**src/rtl/atm_pin_verifier_pkg.sv**
```systemverilog
// Shared types, widths and the stored-PIN rule for the ATM PIN verifier.
package atm_pin_verifier_pkg;

    localparam int DIGIT_W = 4;
    localparam int COD_W   = 5;
    localparam int TEMPO_W = 9;
    localparam int TRIES_W = 2;
    localparam int IDX_W   = 3;

    typedef enum logic [2:0] {
        ST_IDLE    = 3'd0,
        ST_COLLECT = 3'd1,
        ST_CHECK   = 3'd2,
        ST_GRANTED = 3'd3,
        ST_LOCKED  = 3'd4
    } state_e;

    // Stored PIN digit for slot idx of account cod: (cod + idx) mod 10.
    function automatic logic [DIGIT_W-1:0] stored_digit(input logic [COD_W-1:0] cod,
                                                        input logic [IDX_W-1:0] idx);
        logic [5:0] sum;
        sum = {1'b0, cod} + {3'b000, idx};
        return DIGIT_W'(sum % 6'd10);
    endfunction

endpackage

```
**src/rtl/atm_pin_verifier_if.sv**
```systemverilog
// Keypad/card front-end to PIN verifier bus; master drives entry, slave answers status.
interface atm_pin_verifier_if;
    import atm_pin_verifier_pkg::*;

    logic                card_valid;
    logic [COD_W-1:0]    cod;
    logic [DIGIT_W-1:0]  pin_digit;
    logic                digit_strobe;
    logic                confirm;
    logic                cancel;
    logic                auth_ok;
    logic                auth_fail;
    logic                locked;
    logic                timeout;
    logic [TRIES_W-1:0]  tries_left;
    logic [TEMPO_W-1:0]  tempo;

    modport master (
        output card_valid, cod, pin_digit, digit_strobe, confirm, cancel,
        input  auth_ok, auth_fail, locked, timeout, tries_left, tempo
    );

    modport slave (
        input  card_valid, cod, pin_digit, digit_strobe, confirm, cancel,
        output auth_ok, auth_fail, locked, timeout, tries_left, tempo
    );

endinterface

```
**src/rtl/atm_pin_verifier_rom.sv**
```systemverilog
// Combinational stored-PIN lookup: one instance per digit slot.
module atm_pin_rom
    import atm_pin_verifier_pkg::*;
(
    input  logic [COD_W-1:0]   cod,
    input  logic [IDX_W-1:0]   idx,
    output logic [DIGIT_W-1:0] digit
);

    assign digit = stored_digit(cod, idx);

endmodule

```
**src/rtl/atm_pin_verifier.sv**
```systemverilog
// ATM PIN verifier: session FSM, digit buffer, tries counter, idle timer and per-account lock bits.
module atm_pin_verifier
    import atm_pin_verifier_pkg::*;
#(
    parameter int PIN_LEN   = 4,
    parameter int MAX_TRIES = 3,
    parameter int TIMEOUT   = 300
)(
    input  logic                clk,
    input  logic                rst_n,
    atm_pin_verifier_if.slave   bus
);

    localparam int CNT_W = $clog2(PIN_LEN + 1);

    state_e                          state_r, state_s;
    logic [COD_W-1:0]                cod_r, cod_s;
    logic [CNT_W-1:0]                cnt_r, cnt_s;
    logic [PIN_LEN-1:0][DIGIT_W-1:0] buf_r, buf_s;
    logic [PIN_LEN-1:0][DIGIT_W-1:0] rom_s;
    logic [TRIES_W-1:0]              tries_r, tries_s;
    logic [TEMPO_W-1:0]              tempo_r, tempo_s;
    logic [31:0]                     lock_r, lock_s;
    logic                            fail_s, to_s, match_s;
    logic                            auth_ok_r, auth_fail_r, locked_r, timeout_r;

    for (genvar g = 0; g < PIN_LEN; g++) begin : g_rom
        atm_pin_rom u_rom (
            .cod   (cod_r),
            .idx   (IDX_W'(g)),
            .digit (rom_s[g])
        );
    end

    // Entry matches only when complete and every slot equals the stored digit.
    always_comb begin
        match_s = (cnt_r == CNT_W'(PIN_LEN));
        for (int i = 0; i < PIN_LEN; i++) begin
            match_s = match_s & (buf_r[i] == rom_s[i]);
        end
    end

    // Next-state and datapath updates; card removal overrides everything.
    always_comb begin
        state_s = state_r;
        cod_s   = cod_r;
        cnt_s   = cnt_r;
        buf_s   = buf_r;
        tries_s = tries_r;
        tempo_s = tempo_r;
        lock_s  = lock_r;
        fail_s  = 1'b0;
        to_s    = 1'b0;
        if (!bus.card_valid) begin
            state_s = ST_IDLE;
            cnt_s   = '0;
            tries_s = 2'd0;
            tempo_s = 9'd0;
        end else begin
            case (state_r)
                ST_IDLE: begin
                    cod_s = bus.cod;
                    cnt_s = '0;
                    buf_s = '0;
                    if (lock_r[bus.cod]) begin
                        state_s = ST_LOCKED;
                        tries_s = 2'd0;
                        tempo_s = 9'd0;
                    end else begin
                        state_s = ST_COLLECT;
                        tries_s = TRIES_W'(MAX_TRIES);
                        tempo_s = TEMPO_W'(TIMEOUT);
                    end
                end
                ST_COLLECT: begin
                    if (bus.cancel) begin
                        state_s = ST_IDLE;
                        tries_s = 2'd0;
                        tempo_s = 9'd0;
                    end else if (bus.confirm) begin
                        state_s = ST_CHECK;
                        tempo_s = 9'd0;
                    end else if (bus.digit_strobe && (bus.pin_digit <= 4'd9) &&
                                 (cnt_r < CNT_W'(PIN_LEN))) begin
                        for (int i = 0; i < PIN_LEN; i++) begin
                            if (cnt_r == CNT_W'(i)) begin
                                buf_s[i] = bus.pin_digit;
                            end else begin
                                buf_s[i] = buf_r[i];
                            end
                        end
                        cnt_s   = cnt_r + CNT_W'(1);
                        tempo_s = TEMPO_W'(TIMEOUT);
                    end else if (tempo_r == 9'd1) begin
                        to_s    = 1'b1;
                        state_s = ST_IDLE;
                        tries_s = 2'd0;
                        tempo_s = 9'd0;
                    end else begin
                        tempo_s = tempo_r - 9'd1;
                    end
                end
                ST_CHECK: begin
                    if (match_s) begin
                        state_s = ST_GRANTED;
                    end else begin
                        fail_s  = 1'b1;
                        tries_s = tries_r - 2'd1;
                        if (tries_r == 2'd1) begin
                            lock_s[cod_r] = 1'b1;
                            state_s       = ST_LOCKED;
                        end else begin
                            state_s = ST_COLLECT;
                            cnt_s   = '0;
                            buf_s   = '0;
                            tempo_s = TEMPO_W'(TIMEOUT);
                        end
                    end
                end
                ST_GRANTED: begin
                    state_s = ST_GRANTED;
                end
                ST_LOCKED: begin
                    state_s = ST_LOCKED;
                end
                default: begin
                    state_s = ST_IDLE;
                    cnt_s   = '0;
                    tries_s = 2'd0;
                    tempo_s = 9'd0;
                end
            endcase
        end
    end

    // State, datapath and registered status outputs.
    always_ff @(posedge clk or negedge rst_n) begin
        if (!rst_n) begin
            state_r     <= ST_IDLE;
            cod_r       <= 5'd0;
            cnt_r       <= '0;
            buf_r       <= '0;
            tries_r     <= 2'd0;
            tempo_r     <= 9'd0;
            lock_r      <= 32'd0;
            auth_ok_r   <= 1'b0;
            auth_fail_r <= 1'b0;
            locked_r    <= 1'b0;
            timeout_r   <= 1'b0;
        end else begin
            state_r     <= state_s;
            cod_r       <= cod_s;
            cnt_r       <= cnt_s;
            buf_r       <= buf_s;
            tries_r     <= tries_s;
            tempo_r     <= tempo_s;
            lock_r      <= lock_s;
            auth_ok_r   <= (state_s == ST_GRANTED);
            auth_fail_r <= fail_s;
            locked_r    <= (state_s == ST_LOCKED);
            timeout_r   <= to_s;
        end
    end

    assign bus.auth_ok    = auth_ok_r;
    assign bus.auth_fail  = auth_fail_r;
    assign bus.locked     = locked_r;
    assign bus.timeout    = timeout_r;
    assign bus.tries_left = tries_r;
    assign bus.tempo      = tempo_r;

endmodule
```
**src/flat_wrapper.sv**
```systemverilog
// flat-port wrapper written by rule: the top's interface ports become plain ports
module atm_pin_verifier_flat import atm_pin_verifier_pkg::*;
#(
    parameter int PIN_LEN   = 4,
    parameter int MAX_TRIES = 3,
    parameter int TIMEOUT   = 300
)
  (clk, rst_n, bus_card_valid, bus_cod, bus_pin_digit, bus_digit_strobe, bus_confirm, bus_cancel, bus_auth_ok, bus_auth_fail, bus_locked, bus_timeout, bus_tries_left, bus_tempo);
  atm_pin_verifier_if bus_i ();
  input  logic clk;
  input  logic rst_n;
  input wire logic [$bits(bus_i.card_valid)-1:0] bus_card_valid;
  input wire logic [$bits(bus_i.cod)-1:0] bus_cod;
  input wire logic [$bits(bus_i.pin_digit)-1:0] bus_pin_digit;
  input wire logic [$bits(bus_i.digit_strobe)-1:0] bus_digit_strobe;
  input wire logic [$bits(bus_i.confirm)-1:0] bus_confirm;
  input wire logic [$bits(bus_i.cancel)-1:0] bus_cancel;
  output wire logic [$bits(bus_i.auth_ok)-1:0] bus_auth_ok;
  output wire logic [$bits(bus_i.auth_fail)-1:0] bus_auth_fail;
  output wire logic [$bits(bus_i.locked)-1:0] bus_locked;
  output wire logic [$bits(bus_i.timeout)-1:0] bus_timeout;
  output wire logic [$bits(bus_i.tries_left)-1:0] bus_tries_left;
  output wire logic [$bits(bus_i.tempo)-1:0] bus_tempo;
  assign bus_i.card_valid = bus_card_valid;
  assign bus_i.cod = bus_cod;
  assign bus_i.pin_digit = bus_pin_digit;
  assign bus_i.digit_strobe = bus_digit_strobe;
  assign bus_i.confirm = bus_confirm;
  assign bus_i.cancel = bus_cancel;
  assign bus_auth_ok = bus_i.auth_ok;
  assign bus_auth_fail = bus_i.auth_fail;
  assign bus_locked = bus_i.locked;
  assign bus_timeout = bus_i.timeout;
  assign bus_tries_left = bus_i.tries_left;
  assign bus_tempo = bus_i.tempo;
  atm_pin_verifier #(.PIN_LEN(PIN_LEN), .MAX_TRIES(MAX_TRIES), .TIMEOUT(TIMEOUT)) u_core (.clk(clk), .rst_n(rst_n), .bus(bus_i));
endmodule
```
**config.mk**
```make
export PLATFORM = sky130hd
export DESIGN_NAME = atm_pin_verifier_flat
export DESIGN_NICKNAME = d
export VERILOG_FILES = /design/src/rtl/atm_pin_verifier_pkg.sv /design/src/rtl/atm_pin_verifier_if.sv /design/src/rtl/atm_pin_verifier_rom.sv /design/src/rtl/atm_pin_verifier.sv /design/src/flat_wrapper.sv
export SDC_FILE = /design/constraint.sdc
export NUM_CORES = 1
export LEC_CHECK = 0
export ABC_AREA = 1
export CAP_MARGIN = 10
export CELL_PAD_IN_SITES_DETAIL_PLACEMENT = 0
export CELL_PAD_IN_SITES_GLOBAL_PLACEMENT = 1
export CORE_MARGIN = 2
export CORE_UTILIZATION = 40
export DETAILED_ROUTE_END_ITERATION = 7
export GPL_TIMING_DRIVEN = 0
export PLACE_DENSITY_LB_ADDON = 0.1
export REMOVE_ABC_BUFFERS = 1
export SYNTH_ARGS = -nofsm -noshare
export SYNTH_HDL_FRONTEND = slang
export SYNTH_SLANG_ARGS = --single-unit
export TNS_END_PERCENT = 10
```
**constraint.sdc**
```tcl
create_clock -name clk -period 3.6 [get_ports clk]
set_input_delay 0.72 -clock clk [delete_from_list [all_inputs] [get_ports clk]]
set_output_delay 0.72 -clock clk [all_outputs]
set_load 0.1 [all_outputs]
```
After elaboration in Yosys (flattened, before gate mapping). Cells that the tools add are included. W data, S select, Z words.

Bitwise logic cells: 6. Mux-type cells: 56. Magnitude comparators: 5. Div/mod/pow operators: 4. Reduce and logical (&&, ||, !) cells: 16. Eq/ne operators: 34. Multiply operators: 0. $add $sub $neg: 6. Shift operators: 0.

Operators by type and width (number): $mux W16 (5); $mux W9 (8); $pmux W16 S3 (1); $mux W3 (14); $pmux W9 S4 (1); $or A32 B32 Y32 (1); $reduce_and A8 Y1 (4); $mod A6 B4 Y6 const B (3); $eq A4 B4 Y1 (4); $mux W4 (4); $eq A3 B2 Y1 const B (5); $pmux W3 S5 (1); $mux W2 (7); $add A5 B2 Y6 const B (2); $lt A5 B6 Y1 const B (2); $ne A3 B3 Y1 const B (4); $mux W1 (11); $ne A2 B1 Y1 const B (5); $ne A2 B2 Y1 const B (5); $eq A3 B3 Y1 const B (3); $eq A9 B1 Y1 const B (1); $pmux W3 S3 (1); $sub A9 B1 Y9 const B (1); $ne A4 B4 Y1 const B (2); other kinds (25) (32).

Output and inout port bits: 15. Word-level logic and storage cells: 141. Register bits: 74. Memory bits (read-only): 0. Memory bits (writable): 0. Bits in latches: 0. Memories: 0.

Longest topological paths before layout. Gate-level depths: netlist (run 1).

Depth in word-level cells: 10. Gate-level depth with buffers: 27.

Modules after synthesis. From an unflattened synthesis (run 1), not the netlist that was laid out.

Cells, all modules: 874. Area, all modules: 5998.3 um^2.

By module, submodules not included: atm_pin_verifier (instances 1, cells an instance 592, area an instance 4384.2 um^2, seq. area each 1851.8 um^2); atm_pin_rom at u_core.g_rom[2].u_rom ... (instances 2, cells an instance 75, area an instance 450.4 um^2, seq. area each 0.0 um^2); atm_pin_rom at u_core.g_rom[0].u_rom ... (instances 2, cells an instance 66, area an instance 356.6 um^2, seq. area each 0.0 um^2).

Least setup slack after synthesis (run 1). OpenSTA, ideal clock, no wires.

Kind: register -> register. From: register u_core.cod_r[1]. To: register u_core.buf_r[0] (netlist name). Required time: 3.473 ns. Path slack: 0.151 ns. Data arrival time: 3.322 ns. Clock period less this slack: 3.449 ns. Cell stages (with the launch flop): 26. Buffers on the path: 1. Setup time: 0.127 ns. Path through: dfrtp_1 buf_2 inv_1 ha_1 inv_2 nand3_4 nand2_2 nand2_2 ha_1 a21oi_2 nand2_1 nand2_1 nand2_1 and2_1 ha_1 inv_1 nand2_1 nand2_1 nand2_1 nand2_1 nor2_2 nand2_2 nor2_4 nand3_4 nand3_4 o21ai_0.

Longest elaborated chain between the ends: 8.

RTL lines: start: declaration (line atm_pin_verifier.sv:17) `logic [COD_W-1:0] cod_r, cod_s;`; start signal: assignment (line atm_pin_verifier.sv:152) `cod_r <= cod_s;`; $add A5 B1 Y6 or $mod A5 B4 Y6 (tied branches) (line atm_pin_verifier_pkg.sv:22, atm_pin_verifier_pkg.sv:23); $mod A6 B4 Y6 or $eq A4 B4 Y1 (tied branches) (line atm_pin_verifier_pkg.sv:23, atm_pin_verifier.sv:39); $eq A4 B4 Y1 or $and A1 B1 Y1 (tied branches) (line atm_pin_verifier.sv:39) `match_s = match_s & (buf_r[i] == rom_s[i]);`; $and A1 B1 Y1 (2 in a row) (line atm_pin_verifier.sv:39); $and A1 B1 Y1 (*) (line atm_pin_verifier.sv:39); $ne A2 B2 Y1 (no source line) (*); $reduce_and A8 Y1 (no source line) (*); end signal: assignment (line atm_pin_verifier.sv:154) `buf_r <= buf_s;`; end: declaration (line atm_pin_verifier.sv:19) `logic [PIN_LEN-1:0][DIGIT_W-1:0] buf_r, buf_s;`.

Every way passes the cells marked *; elsewhere a longest branch is shown, timed or not. A chain may end at the register's enable or synchronous reset.

Worst setup path in the final report (run 1).
From: register u_core.cod_r[1]. To: register u_core.buf_r[7] (netlist name).

The elaborated chain is that of the path after synthesis.

==> results of run 1 <==
[through the flow]
step                      power, mW  util, %  setup WS, ps
after floorplan                2.39        -           113
after global placement         2.75     44.3          -806
after detailed placement       2.78     44.5          -741
after CTS                      3.68     47.4         -26.8
after global routing           4.17     49.7         -41.1
final                          3.86     49.7           215
[cells by family (layout without fill, tap and decap cells)]
| family | count (synthesis) | after routing |
|---|---|---|
| AOI/OAI and AO/OA | 110 | 110 |
| xor gates and xnor gates | 17 | 17 |
| adders and majority gates | 24 | 24 |
| buffers and inverters | 120 | 175 |
| DFF | 74 | 74 |
| and+or+nand+nor | 361 | 361 |
[routing by layer]
layer / wire, microns / track usage [%]
met1: 6150 / 26.0
met2: 6270 / 32.6
met3: 390 / 2.92
met4: 131 / 6.17
met5: 0 / 0
[power by group]
part,internal [mW],switching [mW]
logic,0.749,1.29
clock network,0.468,0.356
registers,0.901,0.0957
[placed cells by master (no fill, tap or decap), types with 6 or more instances in the layout]
| cell type | count |
|---|---|
| xnor2_1 | 7 |
| o21ai_1 | 19 |
| nand3_2 | 6 |
| nand3_4 | 6 |
| clkdlybuf4s50_1 | 27 |
| nor4_1 | 6 |
| nor2_4 | 7 |
| clkbuf_16 | 9 |
| ha_1 | 19 |
| nand4_1 | 14 |
| o21bai_1 | 16 |
| inv_2 | 8 |
| clkinvlp_4 | 6 |
| inv_1 | 88 |
| nand3_1 | 59 |
| a21oi_1 | 28 |
| o21ai_0 | 35 |
| nor2_1 | 45 |
| nand2_2 | 21 |
| dfrtp_1 | 70 |
| nand2_1 | 174 |
| xor2_1 | 8 |
| nand3b_1 | 6 |
| buf_4 | 22 |
[state kept, by name, summed over array words and instances, names as in the netlist, 2 cells and up]
name / count
u_core.state_r: 3
u_core.cod_r: 5
u_core.cnt_r: 3
u_core.buf_r: 16
u_core.lock_r: 32
u_core.bus.tempo: 9
u_core.bus.tries_left: 2
[cells in the mapped netlist (6+ instances only)]
library cell,instances,area [sq um]
ha_1,24,300
xnor2_1,8,70.1
a21oi_1,29,145
nand3_1,61,305
o21ai_0,36,180
dfrtp_1,74,1850
nand3b_1,6,45.0
inv_2,10,37.5
nand3_4,6,105
inv_1,92,345
clkbuf_1,8,30.0
nor4_1,6,37.5
xor2_1,8,70.1
nor2_1,46,173
nand2_1,181,679
o21bai_1,16,120
nor3_1,6,30.0
o21ai_1,19,95.1
nand4_1,14,87.6
nand2_2,16,100
[worst reg2reg max path, cell delays in order, from the launching register on]
cell        delay (ps)
dfrtp_2            410
clkinvlp_4         170
ha_4               230
inv_8               80
nand3_4             70
nand2_2             90
nand2_4             60
ha_4               240
a21oi_4            150
nand2_2             80
nand2_2             60
nand2_1             80
and2_4             150
ha_1               270
inv_1               30
nand2_1             70
nand2_1             50
nand2_1             50
nand2_1             70
nor2_4             120
nand2_2             80
nor2_4             180
nand3_4            170
nand3_4            180
nand2_1             60
o21ai_1             70
[timing repair]
action / 4_1_cts / 5_1_grt
pin swaps: 1 / 17
endpoints found under the setup margin: 68 / 67
setup buffers: 5 / 18
resized for setup: 15 / 34
[final cells by class]
type	instances	area, sq um	share of cell area [%]
clock buffers	10	229	3.67
clock inverters	6	42.5	0.682
inverters	106	423	6.78
multi-input cells	512	2970	47.5
flip-flops and latches	74	1860	29.8
well taps	172	215	3.45
repair buffers	53	507	8.12
[worst max path at each step]
stage	startpoint	to	slack, ps	cells after the start
floorplan	u_core.cod_r[1]	u_core.buf_r[0]	110	24
global placement	rst_n	u_core.buf_r[11]	-810	1
detailed placement	u_core.cod_r[1]	u_core.bus.auth_ok	-740	25
CTS	u_core.cod_r[1]	u_core.lock_r[2]	-30	25
global route	u_core.cod_r[0]	u_core.lock_r[1]	-40	23
finish	u_core.cod_r[1]	u_core.buf_r[7]	210	25
==> results.md, run 1 <==
* Critical Path Start Type: flop
* Maximum VDD drop at 246 uV
* Clock Latency Late Sink at roughly 330 ps
* Largest net degree at the start of global routing at 58
* ANT nets after route at 0
* Layout fillers at between 1000 and 1500
* Avg Synthesized Cell Area at 7.29 sq um
* Hold-fix buffers, CTS at 0
* Ant diodes at 0
* Crit share post-route at approximately 94%
* Synth Register Bits at 74
* Post-Synth XOR/XNOR Area at under 10%
* NumNets Final at between 700 and 800
* Worst Path Buf+Inv at 3
* Post-synthesis sequential area ratio at a little over a third
* Total number of yosys warnings at 0
* Synth async-reset ratio at 100%
* Via count of the routed design at 4610
* # rows at roughly 40
* Critical Path End Type: flop
* Worst Path Required at between 3000 and 4000 ps
* Status: finished, final reports clean
* Max_slew headroom at a little over a third
* Finished layout cell area at roughly 6200 sq um
* Post-synth EDFFs at 0
* R2r endpoint: u_core.buf_r[7]
* Most Frequent Cell on Critical Path: nand2_1
* Slowest cell on crit path: dfrtp_2
* Vias in the first global route at 4487
* Height of the die at 117 microns
* IO Count at 30
* Layout Skew at roughly 4.7 ps
* Post-placement cell count at about 890
* Die width at about 120 microns
* TritonCTS Buffers at 9
* Worst Max-Slew Pin Slew at about 970 ps
* Worst R2R Setup Slack at approximately 210 ps
* Worst min path class: in2async
* Final hold violations at 0
* Fin Setup TNS at 0 ps
* Max-slew violation count at 0
* Port-buffer cells at 29
* First-pass GRT wire length at approximately 22000 microns
* Worst path arrival time at 3640 ps
* Layout cells sized above 1 at between 10% and 20%
* RSZ-0062 raised after global routing: true
* Max Clk Rate at between 200 and 300 MHz
* Compound-cell area share of the yosys netlist at about an eighth
* Mux contribution to synthesized area at 0%
* Fin cells at approximately 930
* R2R depth at 25
* Adder-Cell Fraction of Synth Area at between 5 and 6%
* Min Tclk post-route at 3390 ps
* Synth unique cells at between 40 and 50
* Initial detailed-routing violation count at 260
* CTS tree: built
* Synth Area in Simple Gates at 33.9%
* Worst-path fanout max at 8
* Pwr dens at 618 nW/um^2
* Total track usage at 19.5%
* Post-Synthesis Cells at 706
* H-tree depth at 3
* Routed WL at about 13000 microns
* Ys flop type: dfrtp_1
* Initial DRT Pass Iterations at 5
* RD Place Congestion at 0.799
* Clock Path Buffers at 2
* # clock sinks at 74
* Clock root buffer: clkbuf_16
* DP Area at about 5600 sq um
* CP top delay family: simple AND/OR/NAND/NOR gates
* Die area at around 14000 sq um
* Starting density of the core at about two fifths
* Initial antenna violation count at 0
* Critical Path Max Stage Delay at 410 ps
* Largest family of logic cells by synthesized area: simple AND/OR/NAND/NOR gates
* Post-DP HPWL at 9490 microns
* Clock-pin slew on the worst setup and hold paths at roughly 60 ps
* Post-DR vias/cell at ~4.9
* WL/cell at around 14 microns
* Core box area at ~13000 sq um
* Setup CP Type: reg2reg
* Worst r2r src: u_core.cod_r[1]
* Max Cap Viol at 0
* Grt ovf at 0
* Worst hold margin at about 260 ps
* Leak at roughly 3.0 nW
* # DRC at 0
* Synth-to-Final Area Change at 21.3%
* Setup violators final at 0
* Mapped Area at roughly 5000 sq um
Power figures use the tool's default switching activity.
==> inputs of run 2 (changes only) <==
--- a/config.mk
+++ b/config.mk
@@ -12,6 +12,7 @@
 export CORE_MARGIN = 2
 export CORE_UTILIZATION = 40
 export DETAILED_ROUTE_END_ITERATION = 7
+export GPL_ROUTABILITY_DRIVEN = 0
 export GPL_TIMING_DRIVEN = 0
 export PLACE_DENSITY_LB_ADDON = 0.1
 export REMOVE_ABC_BUFFERS = 1
==> results of run 2 <==
No change in the layout: final DEF, timing and power equal those of run 1.
==> inputs of run 3 (changes only) <==
--- a/config.mk
+++ b/config.mk
@@ -16,6 +16,7 @@
 export GPL_TIMING_DRIVEN = 0
 export PLACE_DENSITY_LB_ADDON = 0.1
 export REMOVE_ABC_BUFFERS = 1
+export SLEW_MARGIN = 20
 export SYNTH_ARGS = -nofsm -noshare
 export SYNTH_HDL_FRONTEND = slang
 export SYNTH_SLANG_ARGS = --single-unit
==> results.md, run 3 (same netlist as run 1, synthesis figures left out) <==
* Status: finished, final reports clean
* Worst min path class: in2async
* DP Worst Slack at -758 ps (-16.8 ps)
* Worst Path Required at 3860 ps (about the same)
* Maximum VDD drop at 240 uV (-2.3%)
* Final total power at 4.06 mW (+5.3%)
* Critical Path Max Stage Delay at 420 ps (about the same)
* Clock Path Buffers at 2 (unchanged)
* Starting density of the core at 40.9% (unchanged)
* Core box area at 12600 sq um (unchanged)
* Vias in the first global route at 4551 (+1.4%)
* Layout fillers at 1223 (-1.1%)
* Critical Path End Type: flop
* Synth-to-Final Area Change at 23.6%
* First-pass GRT wire length at 22000 microns (+1.6%)
* Via count of the routed design at 4698 (+1.9%)
* Largest net degree at the start of global routing at 57 (-1.7%)
* WL/cell at 14.0 microns (+0.84%)
* Initial antenna violation count at 0 (unchanged)
* Clock-pin slew on the worst setup and hold paths at 60 ps (about the same)
* Post-DP HPWL at 9510 microns (+0.27%)
* Height of the die at 117 microns (unchanged)
* Most Frequent Cell on Critical Path: nand2_1
* Leak at 3.08 nW (+1.8%)
* Die width at 117 microns (unchanged)
* Clock root buffer: clkbuf_16
* Post-DR vias/cell at 5.02 (+1.6%)
* Setup CP Type: reg2reg
* # clock sinks at 74 (unchanged)
* Routed WL at 13100 microns (+1.2%)
* Grt ovf at 0 (unchanged)
* Max reg flops at 32 (unchanged)
* Die area at 13800 sq um (unchanged)
* RSZ-0062 raised after global routing: true
* CP top delay family: simple AND/OR/NAND/NOR gates
* Most flop-heavy register: u_core.lock_r
* H-tree depth at 3 (unchanged)
* Final Util at 50.6% (+0.95 points)
* Crit share post-route at 94.0% (about the same)
* Total track usage at 19.8% (+0.35 points)
* Initial detailed-routing violation count at 214 (-18%)
* Final hold violations at 0 (unchanged)
* Port-buffer cells at 29 (unchanged)
* Max Clk Rate at 295 MHz (about the same)
* CTS tree: built
* Slowest cell on crit path: dfrtp_2
* Max-slew violation count at 0 (unchanged)
* NumNets Final at 798 (+0.38%)
* Critical Path Start Type: flop
* Hold-fix buffers, CTS at 0 (unchanged)
* Clock Latency Late Sink at 340 ps (about the same)
* Worst Path Buf+Inv at 5 (+2)
* Initial DRT Pass Iterations at 5 (unchanged)
* Worst path arrival time at 3640 ps (about the same)
* Layout cells sized above 1 at 16.9% (+1.4 points)
* Worst setup slack after layout at 215 ps (+0.0690 ps)
* Ant diodes at 0 (unchanged)
* Worst-path fanout max at 8 (unchanged)
* Min Tclk post-route at 3390 ps (-0.0690 ps)
* Layout Skew at 9.02 ps (+4.30 ps)
* TritonCTS Buffers at 9 (unchanged)
* Max_slew headroom at 35.1% (+0.12 points)
* IO Count at 30 (unchanged)
* # rows at 41 (unchanged)
* Fin Setup TNS at 0 ps (unchanged)
* Max Cap Viol at 0 (unchanged)
* ANT nets after route at 0 (unchanged)
* Fin cells at 936 (+0.32%)
* Pwr dens at 639 nW/um^2 (+3.3%)
* Commonest cells after routing, fill and taps aside: 168 x nand2_1, 88 x inv_1, 70 x dfrtp_1, 57 x nand3_1, 45 x nor2_1
* Setup violators final at 0 (unchanged)
* # DRC at 0 (unchanged)
* Post-placement cell count at 894 (unchanged)
* Leading cell type in the layout, fill and taps excluded: nand2_1
* Worst Max-Slew Pin Slew at 970 ps (-1.85 ps)
==> run 3: worst register-to-register path: cells and delay by family (launching register included) <==
family | cells | cell delay [ps]
AO/OA/AOI/OAI | 2 | 120
adder cells (fa/ha/maj) | 3 | 760
buffers and inverters | 5 | 480
flip-flops | 1 | 420
AND/OR/NAND/NOR | 15 | 1530
==> run 3: final cells by class <==
class                   count  area (sq um)  area share [%]
clock buffers              10           229            3.60
clock inverters             6          90.1            1.42
inverters                 106           423            6.65
multi-input cells         512          2990            47.0
flip-flops and latches     74          1860            29.2
well taps                 172           215            3.38
repair buffers             56           553            8.70
==> run 3: per-layer routing <==
metal	vias up	GRT usage [%]	wire, microns
met5	-	0	0
met4	0	6.02	198
met3	16	2.97	417
met2	78	33.4	6380
met1	2212	26.3	6100
li1	2392	-	-
==> run 3: what timing repair did <==
action,4_1_cts,5_1_grt
pin swaps,1,16
buffers inserted,8,18
cloned,0,0
gates resized for setup,14,45
endpoints found under the setup margin,68,67
==> run 3: worst paths after layout <==
check,depth (start not counted),startpoint,slack (ps),to
setup reg to reg,25,u_core.cod_r[1],210,u_core.buf_r[9]
max in group asynchronous,2,rst_n,2750,u_core.cod_r[2]
min in group clk,2,u_core.lock_r[2],450,u_core.lock_r[2]
hold / removal,1,rst_n,260,u_core.lock_r[7]
setup / recovery,25,u_core.cod_r[1],210,u_core.buf_r[9]
hold reg to reg,2,u_core.lock_r[2],450,u_core.lock_r[2]
==> run 3: per-stage QoR <==
step | hold WS, ps | cell area [sq um]
after floorplan | 422 | 5070
after detailed placement | 437 | 5600
after global routing | 269 | 6360
after global placement | 436 | 5570
final | 258 | 6360
after CTS | 258 | 6020
==> run 3: report_power, final <==
group	internal [mW]	switching (mW)	leakage, nW
combinational	0.782	1.33	2.02
sequential	0.901	0.0913	0.909
clock	0.609	0.355	0.153
total	2.29	1.77	3.08
